==> src/rtl/binary_div_24_12_uni.sv <==
// Sequential unsigned restoring divider: DW-bit dividend by VW-bit divisor.
// One quotient bit is produced per enabled clock, MSB first, so a result is
// ready DW enabled edges after a start is accepted. A zero divisor still runs
// the full sequence and reports an all-ones quotient with the dz flag set.
module binary_div_24_12_uni #(
  parameter int DW = 24,
  parameter int VW = 12
) (
  input  logic          clk,
  input  logic          rst,
  input  logic          en,
  input  logic          start,
  input  logic [DW-1:0] N,
  input  logic [VW-1:0] D,
  output logic [DW-1:0] Q,
  output logic [VW-1:0] R,
  output logic          busy,
  output logic          done,
  output logic          dz
);

  localparam int CW = $clog2(DW);

  typedef enum logic {
    IDLE,
    CALC
  } state_t;

  state_t state, state_next;

  logic [CW-1:0] cnt;
  // Shift register: dividend bits leave at the top while quotient bits
  // enter at the bottom, so after DW steps it holds the full quotient.
  logic [DW-1:0] work;
  logic [VW-1:0] div_reg;
  logic [VW-1:0] prem;

  logic [VW:0]   trial;
  logic [VW:0]   diff;
  logic          take;
  logic [VW-1:0] prem_step;
  logic          last_step;

  // One restoring step plus next-state selection for the control FSM.
  always_comb begin
    trial      = {prem, work[DW-1]};
    diff       = trial - {1'b0, div_reg};
    take       = (trial >= {1'b0, div_reg});
    prem_step  = take ? diff[VW-1:0] : trial[VW-1:0];
    last_step  = (cnt == CW'(DW - 1));
    state_next = state;
    case (state)
      IDLE:    if (start) state_next = CALC;
      CALC:    if (last_step) state_next = IDLE;
      default: state_next = IDLE;
    endcase
  end

  // Control state register; frozen while the clock enable is low.
  always_ff @(posedge clk or posedge rst) begin
    if (rst) begin
      state <= IDLE;
    end else if (en) begin
      state <= state_next;
    end
  end

  // Operand capture, iteration datapath and result registers.
  always_ff @(posedge clk or posedge rst) begin
    if (rst) begin
      cnt     <= '0;
      work    <= '0;
      div_reg <= '0;
      prem    <= '0;
      Q       <= '0;
      R       <= '0;
      done    <= 1'b0;
      dz      <= 1'b0;
    end else if (en) begin
      done <= 1'b0;
      case (state)
        IDLE: begin
          if (start) begin
            work    <= N;
            div_reg <= D;
            prem    <= '0;
            cnt     <= '0;
          end
        end
        CALC: begin
          work <= {work[DW-2:0], take};
          prem <= prem_step;
          cnt  <= cnt + CW'(1);
          if (last_step) begin
            cnt  <= '0;
            done <= 1'b1;
            if (div_reg == '0) begin
              Q  <= '1;
              R  <= '0;
              dz <= 1'b1;
            end else begin
              Q  <= {work[DW-2:0], take};
              R  <= prem_step;
              dz <= 1'b0;
            end
          end
        end
        default: ;
      endcase
    end
  end

  assign busy = (state == CALC);

endmodule

==> config.mk <==
export PLATFORM = sky130hd
export DESIGN_NAME = binary_div_24_12_uni
export DESIGN_NICKNAME = d
export VERILOG_FILES = /design/src/rtl/binary_div_24_12_uni.sv
export SDC_FILE = /design/constraint.sdc
export NUM_CORES = 1
export LEC_CHECK = 0
export ABC_CLOCK_PERIOD_IN_PS = 3150
export CORE_ASPECT_RATIO = 1.5
export CORE_MARGIN = 2
export CORE_UTILIZATION = 48
export DETAILED_ROUTE_END_ITERATION = 8
export PLACE_DENSITY = 0.76
export REMOVE_ABC_BUFFERS = 1
export SLEW_MARGIN = 20
export SYNTH_ARGS = -nofsm -noshare
export SYNTH_HDL_FRONTEND = slang
export SYNTH_SLANG_ARGS = --single-unit
==> constraint.sdc <==
create_clock -name clk -period 3.15 [get_ports clk]
set_clock_uncertainty 0.05 [all_clocks]
set_input_delay 0.63 -clock clk [delete_from_list [all_inputs] [get_ports clk]]
set_output_delay 0.63 -clock clk [all_outputs]
set_load 0.1 [all_outputs]
==> metrics list <==
- H-tree lvl count: 3
- Leaving out fill and tap cells, the most frequent cell in the layout is nand2_1.
- Num ports: 79
- CTS tree: done
- After the first detailed-routing iteration, the DRC count stood at 161.
- Uppermost routed layer: met4
- Remaining max-slew budget at the tightest pin: 0.533
- Synthesis handed over a netlist of 472 instances.
- After layout, the minimum clock period comes to 2.66 ns.
- Once routing completed, OpenROAD measured the worst setup slack at 0.490 ns.
- Setup violations remaining at the end of the flow were counted as 0.
- In this run the worst path has a maximum fanout of 8.
- Routed wl met3: 520 um
- Iteration count of the initial detailed-routing pass: 4
* Met2 wire length: 5540 um
- For the worst-skew pair, the clock arrives at the later sink with an insertion delay of 0.34 ns.
* Area of the placeable core: 9200 um^2
- Crit. End Element: flip-flop
- The share of the Yosys chip area taken by registers is 0.507.
* Post-detailed-route via-to-cell ratio: approximately 5.5
* Capture instance of the worst register-to-register path: R[6]$_DFFE_PP0P_
- Setup repair after global routing left no endpoint under its margin.
* Antenna diode count: 0
* Global-route wire length before repair: approximately 17000 um
* Placer Congestion: 0.881
- Netlist area before placement: 4540 um^2
* # port buffers: 78
* CTS buffer count: 9
- Buffer count from post-CTS setup fixing: 0
- Commonest cells after routing, fill and taps aside: nand2_1, dfrtp_1, o21ai_0
- In this run, post-CTS repair resized a total of 0 instances.
* Initial antenna violation count: 0
- Unique cell type count in the Yosys netlist: 44
- Summed over all failing endpoints, the final setup total negative slack is 0 ns.
* Die W: 83.4 um
- Compared with the post-synthesis result, the final layout area differs by 24.4%.
- Hold path startpoint: Q[17]$_DFFE_PP0P_
* Endpoint of the worst hold-timing path: Q[17]$_DFFE_PP0P_
* Endpoints failing hold: 0
* Synth Register Bits: 92
* Run status: completed
- For this block, wires on met1 add up to 4170 um.
- After clock tree synthesis, the clock-pin slew on the worst setup and hold paths is 0.06 ns.
- The final route contains 3610 vias.
- Path depth of the worst reg2reg path: 8
* Share of cells above drive strength 1: 0.151
- Final nets: 599
* Vias in the first global route: between 3000 and 4000
- The critical path in this run is classified as reg2reg.
* Reg-to-reg slack, setup: between 0.4 and 0.5 ns
* Number of slew-limit violations in the final report: 0
- Post-DP HPWL: 7710 um
* Routed Antenna Nets: 0
- Regs by FF count: Q (24), work (24)
- The die covers 10300 um^2.
* Worst-margin pin slew: 0.701 ns
- Period Utilization, post-route: 0.844
* Wire per inst: 16.1 um
- Kind of start point of the critical path: flip-flop
* Syn avg cell area: 9.61 um^2
- Clock tree synthesis selected as its root buffer the cell clkbuf_16.
* Die Height: 123 um
- Prior to clock tree synthesis, the placed netlist has a worst setup slack of 0.479 ns.
- After detailed routing, the number of remaining DRC violations is 0.
- In this run the worst hold path is classified as reg2reg.
- Starting utilization of the core area: 0.493
* Routed wire length: roughly 11000 um
- GRT Overall Usage: 0.214
- The worst hold path was traced through 2 stages.
- Yosys printed 0 warnings.
* F_max: 376 MHz
- Data on the critical path arrives at its endpoint at 2.81 ns.
* Required time reported for the critical path endpoint: 3.30 ns
- The clock passes through at most 2 buffers.
- Reg-to-reg startpoint: prem[5]$_DFFE_PP0P_
- CTS saw slightly above 90 sinks.
- Hold buffer count at cts: 0
* Number of max-capacitance violations reported: 0
* Site row count: 43
* Global route overflow: 0
* Maximum number of pins on one net before global-route repair: 50
-- Yosys cell counts, drive strengths merged --
library cell / instances / area share
a22o: 3 / 0.0058
a2111oi: 2 / 0.0052
xnor2: 6 / 0.012
o41ai: 1 / 0.0019
a21oi: 13 / 0.014
nor4: 4 / 0.0055
a211oi: 2 / 0.0033
o22a: 1 / 0.0022
fa: 1 / 0.0044
clkbuf: 18 / 0.015
nand2: 113 / 0.093
nand3b: 1 / 0.0017
buf: 7 / 0.0099
o21ai: 76 / 0.084
inv: 18 / 0.015
nand4: 4 / 0.0055
a2bb2oi: 1 / 0.0019
a211o: 1 / 0.0022
nand3: 6 / 0.0066
a21o: 3 / 0.0052
ha: 13 / 0.036
a221oi: 1 / 0.0019
or2: 1 / 0.0014
mux2i: 35 / 0.077
o31ai: 3 / 0.0050
dfrtp: 92 / 0.51
nor3: 1 / 0.0011
o22ai: 2 / 0.0028
o2bb2ai: 1 / 0.0019
a22oi: 1 / 0.0047
and2: 1 / 0.0014
and3: 1 / 0.0014
o21bai: 1 / 0.0017
xor2: 2 / 0.0039
nand2b: 4 / 0.0055
mux2: 13 / 0.032
o311ai: 2 / 0.0039
nor2: 15 / 0.012
nand4b: 2 / 0.0039
-- how the worst max path moves through the flow --
stage,cells past startpoint,startpoint,to,slack [ns]
global route,8,prem[5]$_DFFE_PP0P_,R[6]$_DFFE_PP0P_,0.26
floorplan,4,busy$_DFFE_PP0P_,work[0]$_DFFE_PP0P_,-0.83
detailed placement,9,div_reg[4]$_DFFE_PP0P_,R[6]$_DFFE_PP0P_,0.48
finish,8,prem[5]$_DFFE_PP0P_,R[6]$_DFFE_PP0P_,0.49
global placement,6,en,R[11]$_DFFE_PP0P_,0.55
CTS,8,prem[5]$_DFFE_PP0P_,R[6]$_DFFE_PP0P_,0.47
-- through the flow --
step                instance area (um^2)  std cells   util  hold WS (ns)
finish                              5640        661  0.613         0.422
global route                        5640        661  0.613         0.439
floorplan                           4420        447      -         0.400
detailed placement                  5350        645  0.581         0.408
global placement                    5350        645  0.581         0.403
CTS                                 5610        660  0.610         0.422
-- final cells by class --
| type | instances | area (um^2) |
|---|---|---|
| multi-input combinational | 337 | 2070 |
| tap | 112 | 140 |
| fill | 785 | 3560 |
| timing repair buffer | 87 | 796 |
| clock inverter | 4 | 26.3 |
| clock buffer | 11 | 243 |
| sequential | 92 | 2300 |
| inverter | 18 | 68.8 |
-- logic make-up after synthesis --
kind of cell    share of synthesized area
mux                                 0.109
buf+inv                            0.0397
compound gates                      0.148
fa+ha+maj                          0.0403
xor+xnor                           0.0154
flops                               0.507
simple gates                        0.140
-- worst max-delay path, cell delays in order, from the launching register on --
cell and delay [ns]:
dfrtp_1 0.43, ha_1 0.44, nand2_1 0.18, a2111oi_2 0.30
o31ai_1 0.16, a22oi_4 0.31, buf_4 0.25, mux2i_1 0.28
o21ai_1 0.11
-- per-layer routing --
layer	up-vias	global-route usage
li1	1767	-
met1	1716	0.245
met2	101	0.380
met3	26	0.0434
met4	0	0.111
met5	-	0
Power is left out: the tool's default activity adds up to more than one toggle a clock period on the data nets, which glitch-free logic cannot reach.
